<file path="src/rtl/z80_bus_target_if.sv">
// Z80 target-side bus bundle: CPU strobes/data plus the req/ack backend port.
// The slave modport is the responder's view; master is the CPU/backend side.
interface z80_bus_target_if;
    logic        m1_n;
    logic        mreq_n;
    logic        iorq_n;
    logic        rd_n;
    logic        wr_n;
    logic [15:0] A;
    logic [7:0]  dout;
    logic        wait_n;
    logic [7:0]  di;
    logic        bus_req;
    logic        bus_we;
    logic        bus_io;
    logic [15:0] bus_addr;
    logic [7:0]  bus_wdata;
    logic        bus_ack;
    logic [7:0]  bus_rdata;
    logic        err;

    modport slave (
        input  m1_n, mreq_n, iorq_n, rd_n, wr_n, A, dout, bus_ack, bus_rdata,
        output wait_n, di, bus_req, bus_we, bus_io, bus_addr, bus_wdata, err
    );

    modport master (
        output m1_n, mreq_n, iorq_n, rd_n, wr_n, A, dout, bus_ack, bus_rdata,
        input  wait_n, di, bus_req, bus_we, bus_io, bus_addr, bus_wdata, err
    );
endinterface

</file>
<file path="src/rtl/z80_bus_target.sv">
// Z80 bus responder: turns CPU strobes into one req/ack backend transaction,
// stretching the CPU with wait_n; answers INTA with a fixed vector.
module z80_bus_target #(
    parameter logic [7:0]  INT_VECTOR = 8'hFF,
    parameter int unsigned TIMEOUT    = 255
) (
    input  logic             clk,
    input  logic             reset,
    z80_bus_target_if.slave  bus
);
    typedef enum logic [1:0] {IDLE, BUSY, DONE} state_t;

    localparam logic [7:0] TMO_CNT = TIMEOUT[7:0];

    state_t      state, state_nxt;
    logic        act, inta, strobe, prev, start, ack, tmo;
    logic        wait_c;
    logic [7:0]  cnt;
    logic [7:0]  di_q, wdata_q;
    logic [15:0] addr_q;
    logic        req_q, we_q, io_q, err_q;

    assign act    = (!bus.rd_n || !bus.wr_n) && (!bus.mreq_n || !bus.iorq_n);
    assign inta   = !bus.m1_n && !bus.iorq_n;
    assign strobe = act || inta;
    assign start  = strobe && !prev && (state == IDLE);
    assign ack    = bus.bus_ack && req_q;
    assign tmo    = (TIMEOUT != 0) && (cnt == TMO_CNT);

    always_ff @(posedge clk) begin
        if (reset) state <= IDLE;
        else       state <= state_nxt;
    end

    always_comb begin
        state_nxt = state;
        case (state)
            IDLE: if (start)       state_nxt = inta ? DONE : BUSY;
            BUSY: if (ack || tmo)  state_nxt = strobe ? DONE : IDLE;
            DONE: if (!strobe)     state_nxt = IDLE;
            default:               state_nxt = IDLE;
        endcase
    end

    always_comb begin
        wait_c = 1'b1;
        if (start || (state == BUSY && strobe)) wait_c = 1'b0;
    end

    // prev resets high so a cycle already in flight at release is not taken
    always_ff @(posedge clk) begin
        if (reset) begin
            prev    <= 1'b1;
            cnt     <= 8'd0;
            di_q    <= 8'h00;
            wdata_q <= 8'h00;
            addr_q  <= 16'h0000;
            req_q   <= 1'b0;
            we_q    <= 1'b0;
            io_q    <= 1'b0;
            err_q   <= 1'b0;
        end else begin
            prev  <= strobe;
            err_q <= 1'b0;
            case (state)
                IDLE: if (start) begin
                    if (inta) begin
                        di_q <= INT_VECTOR;
                    end else begin
                        addr_q  <= bus.A;
                        wdata_q <= bus.dout;
                        we_q    <= !bus.wr_n;
                        io_q    <= !bus.iorq_n;
                        req_q   <= 1'b1;
                        cnt     <= 8'd0;
                    end
                end
                BUSY: begin
                    // an abandoned access (strobe gone) leaves di untouched
                    if (ack) begin
                        req_q <= 1'b0;
                        if (!we_q && strobe) di_q <= bus.bus_rdata;
                    end else if (tmo) begin
                        req_q <= 1'b0;
                        err_q <= 1'b1;
                        if (strobe) di_q <= 8'hFF;
                    end else begin
                        cnt <= cnt + 8'd1;
                    end
                end
                default: ;
            endcase
        end
    end

    assign bus.wait_n    = wait_c;
    assign bus.di        = di_q;
    assign bus.bus_req   = req_q;
    assign bus.bus_we    = we_q;
    assign bus.bus_io    = io_q;
    assign bus.bus_addr  = addr_q;
    assign bus.bus_wdata = wdata_q;
    assign bus.err       = err_q;
endmodule

</file>
<file path="src/flat_wrapper.sv">
// flat-port wrapper written by rule: the top's interface ports become plain ports
module z80_bus_target_flat 
#(
    parameter logic [7:0]  INT_VECTOR = 8'hFF,
    parameter int unsigned TIMEOUT    = 255
)
  (clk, reset, bus_m1_n, bus_mreq_n, bus_iorq_n, bus_rd_n, bus_wr_n, bus_A, bus_dout, bus_bus_ack, bus_bus_rdata, bus_wait_n, bus_di, bus_bus_req, bus_bus_we, bus_bus_io, bus_bus_addr, bus_bus_wdata, bus_err);
  z80_bus_target_if bus_i ();
  input  logic clk;
  input  logic reset;
  input wire logic [$bits(bus_i.m1_n)-1:0] bus_m1_n;
  input wire logic [$bits(bus_i.mreq_n)-1:0] bus_mreq_n;
  input wire logic [$bits(bus_i.iorq_n)-1:0] bus_iorq_n;
  input wire logic [$bits(bus_i.rd_n)-1:0] bus_rd_n;
  input wire logic [$bits(bus_i.wr_n)-1:0] bus_wr_n;
  input wire logic [$bits(bus_i.A)-1:0] bus_A;
  input wire logic [$bits(bus_i.dout)-1:0] bus_dout;
  input wire logic [$bits(bus_i.bus_ack)-1:0] bus_bus_ack;
  input wire logic [$bits(bus_i.bus_rdata)-1:0] bus_bus_rdata;
  output wire logic [$bits(bus_i.wait_n)-1:0] bus_wait_n;
  output wire logic [$bits(bus_i.di)-1:0] bus_di;
  output wire logic [$bits(bus_i.bus_req)-1:0] bus_bus_req;
  output wire logic [$bits(bus_i.bus_we)-1:0] bus_bus_we;
  output wire logic [$bits(bus_i.bus_io)-1:0] bus_bus_io;
  output wire logic [$bits(bus_i.bus_addr)-1:0] bus_bus_addr;
  output wire logic [$bits(bus_i.bus_wdata)-1:0] bus_bus_wdata;
  output wire logic [$bits(bus_i.err)-1:0] bus_err;
  assign bus_i.m1_n = bus_m1_n;
  assign bus_i.mreq_n = bus_mreq_n;
  assign bus_i.iorq_n = bus_iorq_n;
  assign bus_i.rd_n = bus_rd_n;
  assign bus_i.wr_n = bus_wr_n;
  assign bus_i.A = bus_A;
  assign bus_i.dout = bus_dout;
  assign bus_i.bus_ack = bus_bus_ack;
  assign bus_i.bus_rdata = bus_bus_rdata;
  assign bus_wait_n = bus_i.wait_n;
  assign bus_di = bus_i.di;
  assign bus_bus_req = bus_i.bus_req;
  assign bus_bus_we = bus_i.bus_we;
  assign bus_bus_io = bus_i.bus_io;
  assign bus_bus_addr = bus_i.bus_addr;
  assign bus_bus_wdata = bus_i.bus_wdata;
  assign bus_err = bus_i.err;
  z80_bus_target #(.INT_VECTOR(INT_VECTOR), .TIMEOUT(TIMEOUT)) u_core (.clk(clk), .reset(reset), .bus(bus_i));
endmodule
</file>
<file path="config.mk">
export PLATFORM = sky130hd
export DESIGN_NAME = z80_bus_target_flat
export DESIGN_NICKNAME = d
export VERILOG_FILES = /design/src/rtl/z80_bus_target_if.sv /design/src/rtl/z80_bus_target.sv /design/src/flat_wrapper.sv
export SDC_FILE = /design/constraint.sdc
export NUM_CORES = 1
export LEC_CHECK = 0
export ABC_AREA = 1
export CORE_ASPECT_RATIO = 1.5
export CORE_MARGIN = 10
export CORE_UTILIZATION = 44
export CTS_CLUSTER_DIAMETER = 80
export DETAILED_ROUTE_END_ITERATION = 16
export PLACE_DENSITY_LB_ADDON = 0.05
export SYNTH_ARGS = -nofsm -noshare
export SYNTH_HDL_FRONTEND = slang
export SYNTH_SLANG_ARGS = --single-unit
</file>
<file path="constraint.sdc">
create_clock -name clk -period 1.55 [get_ports clk]
set_input_delay 0.31 -clock clk [delete_from_list [all_inputs] [get_ports clk]]
set_output_delay 0.31 -clock clk [all_outputs]
set_load 0.005 [all_outputs]
</file>
==> results of run 1 <==
[registers in the layout, indices dropped and copies added (netlist names)]
name and flops:
u_core.bus.bus_we 1, u_core.bus.di 8, u_core.bus.err 1, u_core.bus.bus_io 1
u_core.state 2, u_core.cnt 8, u_core.bus.bus_wdata 8, u_core.prev 1
u_core.bus.bus_addr 16, u_core.bus.bus_req 1
[worst max path at each step]
stage,cells after the start,endpoint,startpoint
finish,1,bus_bus_req,u_core.bus.bus_req
floorplan,9,u_core.bus.di[5],u_core.cnt[0]
global route,9,u_core.cnt[6],u_core.cnt[0]
CTS,1,bus_bus_we,u_core.bus.bus_we
global placement,6,bus_wait_n,bus_iorq_n
detailed placement,6,bus_wait_n,bus_iorq_n
[power by group through the flow]
| stage | logic, µW | clock network [µW] | registers, µW |
|---|---|---|---|
| 5_1_grt | 575 | 938 | 1310 |
| 6_report | 520 | 883 | 1300 |
| 2_1_floorplan | 224 | 0 | 1330 |
| 3_5_place_dp | 512 | 0 | 1330 |
| 3_3_place_gp | 506 | 0 | 1320 |
| 4_1_cts | 511 | 901 | 1300 |
[metrics by stage]
stage	utilization, %	area, µm²	hold slack (ps)	cells
4_1_cts	68.5	3110	446	431
6_report	70.4	3200	334	434
3_5_place_dp	66.3	3010	435	424
2_1_floorplan	-	2080	379	279
5_1_grt	70.4	3200	373	434
3_3_place_gp	66.3	3010	428	424
[cell type report]
type                       instances  share of cell area (%)
clock inverter                     2                    1.17
clock buffer                       5                    2.15
tap                               64                    2.50
inverter                          42                    4.93
timing repair buffer              97                    30.4
sequential                        47                    29.6
multi-input combinational        177                    29.2
[Yosys cell counts]
cell type,instances,share of area [%]
a211oi_1,1,0.36
a21oi_1,44,11
a21oi_4,1,0.78
buf_2,8,1.9
buf_6,2,1.1
buf_8,1,0.72
clkbuf_1,2,0.36
clkinv_1,1,0.18
dfxtp_1,47,45
ha_1,1,0.60
inv_1,38,6.9
inv_2,3,0.54
nand2_1,35,6.3
nand2_2,5,1.5
nand2_4,3,1.6
nand3_1,15,3.6
nand3_4,1,0.84
nand4_1,1,0.30
nor2_1,23,4.1
nor2_2,1,0.30
nor2_4,3,1.6
nor3_1,9,2.2
nor4_1,1,0.30
o211ai_1,1,0.36
o21ai_0,29,7.0
o21ai_1,2,0.48
or2_0,1,0.30
[repair_timing]
action                                  in CTS  in global routing
pin swaps                                    0                  5
hold buffers                                 0                  0
gates cloned                                 0                  1
buffers inserted                             0                  2
hold endpoints to repair                     0                  0
gates resized for setup                      7                 16
endpoints found under the setup margin      41                 43
[layer usage]
layer	part of all wire [%]	GRT usage, %	vias up
li1	-	-	1074
met1	38	13.7	910
met2	51	22.9	57
met3	9.3	6.40	11
met4	2.0	5.20	0
met5	0	0	-
[cell families (layout without fill, tap and decap cells)]
logic type | after synthesis | count (layout) | share of synthesized area, %
compound gates | 78 | 78 | 19.5
fa+ha+maj | 1 | 1 | 0.601
flops | 47 | 47 | 45.2
buf+inv | 55 | 146 | 11.7
simple gates | 98 | 98 | 23.0
==> Flow_metrics.wiki, run 1 <==
{| class="wikitable"
! Metric !! Value
|-
| Critical-path cell list || clkdlybuf4s50_1
|-
| Root buf cell || clkbuf_8
|-
| Total area of multi-input combinational cells || approximately 930 µm²
|-
| Worst flop-to-flop path endpoint || u_core.bus.di[4]
|-
| Global-route wire length before repair || 9000 µm
|-
| Final routed wirelength across all metal layers || between 5000 and 6000 µm
|-
| Die area || 0.00794 mm²
|-
| Number of antenna violations at the first check in global routing || 0
|-
| Detailed router's first-iteration violation count || between 60 and 70
|-
| Cell-internal power || 2030 µW
|-
| Fin. Hold Viols || 0
|-
| Number of distinct library cell variants in the gate-level netlist after synthesis || 27
|-
| Part of the total power dissipated in sequential elements || ~48%
|-
| Total power draw || 2700 µW
|-
| Total nets after synthesis || 320
|-
| Leakage power of the design || 0.00126 µW
|-
| Most frequent standard cell in the layout excluding fill and tap cells || clkdlybuf4s50_1
|-
| R2r setup slk || around 110 ps
|-
| Number of storage elements in the synthesis netlist || 47
|-
| Overall global routing resource usage || 13.4%
|-
| Hold path start || bus_wr_n
|-
| Final-layout setup total negative slack || 0 ps
|-
| Clock slew at reported path FFs || approximately 90 ps
|-
| Count of fill cells added during filler insertion || about 400
|-
| Most used cells in the layout excluding fill and tap cells || clkdlybuf4s50_1, dfxtp_1, a21oi_1
|-
| Ratio of routed vias to standard cells || approximately 4.7
|-
| Average wire per cell in the routed design || 12.8 µm
|-
| Total congestion overflow after global routing || 0
|-
| Buffer levels on the longest clock path || 2
|-
| Min setup slack post-route || roughly 62 ps
|-
| Worst clock skew on the final layout || around 7.4 ps
|-
| Number of levels in the clock H-tree || 2
|-
| Actual slew at the worst max-slew pin || roughly 350 ps
|-
| Number of instances in the synthesized netlist || around 280
|-
| Status || completed
|-
| Fraction of final layout cells sized beyond drive strength 1 || between 10 and 15%
|-
| Mean instance size in the synthesized netlist || between 7 and 8 µm²
|-
| Clock tree from TritonCTS || done
|-
| Max cap viols || 0
|-
| Max-slew violations || 0
|-
| Kind of critical path || flip-flop to primary output
|-
| CP peak stage delay || 510 ps
|-
| Gate power share || a little under a fifth
|-
| Clock insertion delay at the later pin of the skew report || about 300 ps
|-
| Source of the worst register-to-register timing path || u_core.cnt[0]
|-
| I/O pin cnt || 77
|-
| Area of the core || between 0.004 and 0.005 mm²
|-
| Number of global-route vias before repair || 1970
|-
| Overall die width || 76.2 µm
|-
| Kind of end point of the critical path || primary output
|-
| Post-Synthesis Cell Area || about 0.0021 mm²
|-
| Detailed Place HPWL || slightly above 4000 µm
|-
| Detailed-routing iteration count for the pre-antenna-repair pass || 4
|-
| CP startpoint kind || flip-flop
|-
| Period Utilization, post-route || 96.0%
|-
| Post-place setup slack || -462 ps
|-
| Rel. slew slack || 76.6%
|-
| Critical-path top delay cell || clkdlybuf4s50_1
|-
| Critical Path RT || between 1000 and 1500 ps
|-
| Power density cells || 845 mW/mm²
|-
| Setup repair after global routing missed its margin || false
|-
| # DRC || 0
|-
| Worst Hold Path Cells || 3
|-
| Classification of the worst-slack hold path || input pin to flip-flop
|-
| Storage cell area || 946 µm²
|-
| Routed via count || between 2000 and 2500
|-
| Net total in the final layout || ~410
|-
| WP buf/inv || 1
|-
| Clock net sink count || 47
|-
| Number of cells traversed by the worst register-to-register path || 9
|-
| Inserted Diodes || 0
|-
| CP arrival || approximately 1200 ps
|-
| End point of the most critical hold path || u_core.bus.bus_we
|-
| Number of buffer cells added on primary ports || 76
|-
| Largest net degree at the start of global routing || slightly below 50
|-
| Starting density of the core || between 40% and 50%
|-
| Upper clock frequency limit || between 600 and 700 MHz
|-
| Placer Congestion || 0.791
|-
| Total of endpoints with negative setup slack in the final report || 0
|-
| Clock buffers created by TritonCTS || 5
|-
| Number of cell rows || 30
|-
| Share of synthesized area occupied by flip-flops and latches || 45.2%
|-
| Switching fraction of total power || 24.8%
|-
| Signed area change from the synthesized netlist to the final layout || 53.6%
|-
| Fin crit period || roughly 1500 ps
|-
| Kind of cell adding the most delay to the critical path || buffers and inverters
|-
| Top fanout value on the critical path || 3
|-
| Post-detailed-route count of antenna-violating nets || 0
|-
| Switching component of the power || approximately 670 µW
|-
| Part of the power in the clock network || about a third
|-
| Worst-case vdd ir drop || 756 µV
|-
| Chip Height || between 100 and 150 µm
|-
| Yosys synthesis warning count || 0
|}
No activity file was read; power rests on OpenSTA's default activity.
==> run 2: changes to the inputs <==
- CORE_UTILIZATION: 44 -> 35
==> Flow_metrics.wiki, run 2 (synthesis results as in run 1) <==
{| class="wikitable"
! Metric !! Value
|-
| Status || completed
|-
| Kind of cell adding the most delay to the critical path || buffers and inverters
|-
| Detailed Place HPWL || 4240 µm (+2.9%)
|-
| Number of levels in the clock H-tree || 2 (unchanged)
|-
| Hold path start || bus_wr_n
|-
| Non-filler cells in the finished layout || 443 (+2.1%)
|-
| Clock net sink count || 47 (unchanged)
|-
| Average wire per cell in the routed design || 12.5 µm (-2.1%)
|-
| Critical Path RT || 1240 ps (about the same)
|-
| Kind of end point of the critical path || primary output
|-
| Fin. Hold Viols || 0 (unchanged)
|-
| Number of antenna violations at the first check in global routing || 0 (unchanged)
|-
| Root buf cell || clkbuf_8
|-
| Clock buffers created by TritonCTS || 5 (unchanged)
|-
| Period Utilization, post-route || 97.1% (+1.1 points)
|-
| Leakage power of the design || 0.00126 µW (about the same)
|-
| Worst-case vdd ir drop || 587 µV (-22%)
|-
| I/O pin cnt || 77 (unchanged)
|-
| Most frequent standard cell in the layout excluding fill and tap cells || clkdlybuf4s50_1
|-
| Die area || 0.00950 mm² (+20%)
|-
| Clock slew at reported path FFs || 90 ps (about the same)
|-
| Number of placed instances, taps included || 431 (+1.7%)
|-
| Met3 GRT Util || 4.84% (-1.6 points)
|-
| Max-slew violations || 0 (unchanged)
|-
| Worst Hold Path Cells || 3 (unchanged)
|-
| Post-detailed-route count of antenna-violating nets || 0 (unchanged)
|-
| Source of the worst register-to-register timing path || u_core.cnt[1]
|-
| Busiest grt layer || met2
|-
| Fraction of final layout cells sized beyond drive strength 1 || 14.8% (-0.040 points)
|-
| Routed via count || 2051 (-0.049%)
|-
| Chip Height || 114 µm (+9.8%)
|-
| Number of cells traversed by the worst register-to-register path || 9 (unchanged)
|-
| Worst slack on hold paths || 304 ps (-30.8 ps)
|-
| Critical-path top delay cell || clkdlybuf4s50_1
|-
| Rel. slew slack || 74.9% (-1.7 points)
|-
| Part of the total power dissipated in sequential elements || 47.4% (-0.7 points)
|-
| Part of the power in the clock network || 33.6% (+0.9 points)
|-
| Number of buffer cells added on primary ports || 76 (unchanged)
|-
| Total of endpoints with negative setup slack in the final report || 0 (unchanged)
|-
| Most used cells in the layout excluding fill and tap cells || clkdlybuf4s50_1, a21oi_1, dfxtp_1
|-
| Clock tree from TritonCTS || done
|-
| Area of the core || 0.00579 mm² (+27%)
|-
| Classification of the worst-slack hold path || input pin to flip-flop
|-
| Top fanout value on the critical path || 3 (unchanged)
|-
| Total congestion overflow after global routing || 0 (unchanged)
|-
| Worst flop-to-flop path endpoint || u_core.cnt[4]
|-
| End point of the most critical hold path || u_core.bus.bus_we
|-
| Overall die width || 83.0 µm (+8.9%)
|-
| R2r setup slk || 90 ps (-20 ps)
|-
| Min setup slack post-route || 45.2 ps (-17.1 ps)
|-
| Setup repair after global routing missed its margin || true
|-
| Storage cell area || 947 µm² (+0.13%)
|-
| Actual slew at the worst max-slew pin || 375 ps (+25.3 ps)
|-
| CTS hold repair buffers || 0 (unchanged)
|-
| CP peak stage delay || 510 ps (about the same)
|-
| Placer Congestion || 0.797 (+0.76%)
|-
| Clock insertion delay at the later pin of the skew report || 310 ps (about the same)
|-
| Count of fill cells added during filler insertion || 588 (+48%)
|-
| Ratio of routed vias to standard cells || 4.63 (-2.1%)
|-
| Global-route wire length before repair || 9030 µm (+0.39%)
|-
| # DRC || 0 (unchanged)
|-
| Upper clock frequency limit || 665 MHz (-1.1%)
|-
| Number of global-route vias before repair || 2030 (+3.0%)
|-
| Post-place setup slack || -478 ps (-15.7 ps)
|-
| CP startpoint kind || flip-flop
|-
| Max cap viols || 0 (unchanged)
|-
| Inserted Diodes || 0 (unchanged)
|-
| Total power draw || 2740 µW (+1.5%)
|-
| Gate power share || 19.0% (-0.2 points)
|-
| Number of flip-flops in the largest register || 16 (unchanged)
|-
| Fin crit period || 1500 ps (+17.1 ps)
|-
| Switching fraction of total power || 25.4% (+0.60 points)
|-
| Power density cells || 855 mW/mm² (+1.2%)
|-
| Kind of critical path || flip-flop to primary output
|-
| Net total in the final layout || 411 (unchanged)
|-
| Final routed wirelength across all metal layers || 5550 µm (about the same)
|-
| Number of cell rows || 34 (+13%)
|-
| Buffer levels on the longest clock path || 2 (unchanged)
|-
| Detailed-routing iteration count for the pre-antenna-repair pass || 4 (unchanged)
|-
| WP buf/inv || 1 (unchanged)
|-
| Met1 Usage GRT || 11.3% (-2.4 points)
|-
| CP arrival || 1190 ps (about the same)
|-
| Starting density of the core || 36.0% (-9.9 points)
|-
| Cell-internal power || 2050 µW (+0.67%)
|-
| Total area of multi-input combinational cells || 918 µm² (-1.7%)
|-
| Global routing met2 resource utilization || 20.2% (-2.6 points)
|-
| Detailed router's first-iteration violation count || 55 (-19%)
|-
| Overall global routing resource usage || 11.3% (-2.1 points)
|-
| Switching component of the power || 696 µW (+4.0%)
|-
| Worst clock skew on the final layout || 4.21 ps (-3.14 ps)
|-
| Critical-path cell list || clkdlybuf4s50_1
|-
| Largest net degree at the start of global routing || 33 (-33%)
|-
| Signed area change from the synthesized netlist to the final layout || 54.0%
|}
run 2: cell types whose count changed in the layout (fill, tap and decap cells not counted), moves of 2 or more:
| cell | previous run | this run |
|---|---|---|
| a21oi_2 | 3 | 1 |
| o21ai_0 | 28 | 25 |
| o21ai_1 | 3 | 5 |
| a21oi_1 | 41 | 43 |
| nand2_4 | 6 | 4 |
| nand2_2 | 3 | 5 |
| buf_12 | 3 | 5 |
run 2: layout make-up:
type,count,area share (%)
flip-flops and latches,47,29.5
repair buffers,97,30.6
well taps,72,2.81
multi-input cells,177,28.6
clock inverters,3,1.37
clock buffers,5,2.15
inverters,42,4.92
run 2: through the flow:
stage          setup TNS [ps]  instance area (µm²)  util, %
6_report                    0                 3210     55.4
5_1_grt                  -112                 3210     55.4
4_1_cts                     0                 3140     54.3
3_5_place_dp           -15700                 3040     52.5
3_3_place_gp           -14040                 3040     52.5
2_1_floorplan               0                 2080        -
run 2: power groups by stage:
stage                     Sequential [µW]  Combinational [µW]  Clock [µW]
after global routing                 1310                 578         995
after floorplan                      1330                 224           0
final                                1300                 522         921
after global placement               1320                 517           0
after CTS                            1300                 519         954
after detailed placement             1330                 521           0
run 2: worst max-delay path by stage:
stage | from | to | depth (start not counted)
finish | u_core.bus.bus_req | bus_bus_req | 1
global route | u_core.cnt[1] | u_core.cnt[4] | 9
floorplan | u_core.cnt[0] | u_core.bus.di[5] | 9
detailed placement | bus_iorq_n | bus_wait_n | 6
global placement | bus_iorq_n | bus_wait_n | 6
CTS | u_core.bus.bus_we | bus_bus_we | 1
run 2: metal layers:
layer  part of all wire [%]  wire, µm
met3                    7.9       436
met2                     50      2770
met4                    1.6        87
met1                     41      2260
met5                      0         0
run 2: timing repair:
action | in CTS | in global routing
cloned | 0 | 0
setup endpoints to repair | 40 | 40
endpoints found under the hold margin | 0 | 0
pin swaps | 0 | 3
setup buffers | 0 | 4
gates resized for setup | 7 | 16
==> run 3: changes to the inputs <==
- CORE_UTILIZATION: 35 -> 44
==> results of run 3 <==
Same layout as run 1: the final DEF is identical, and so are final timing and power.
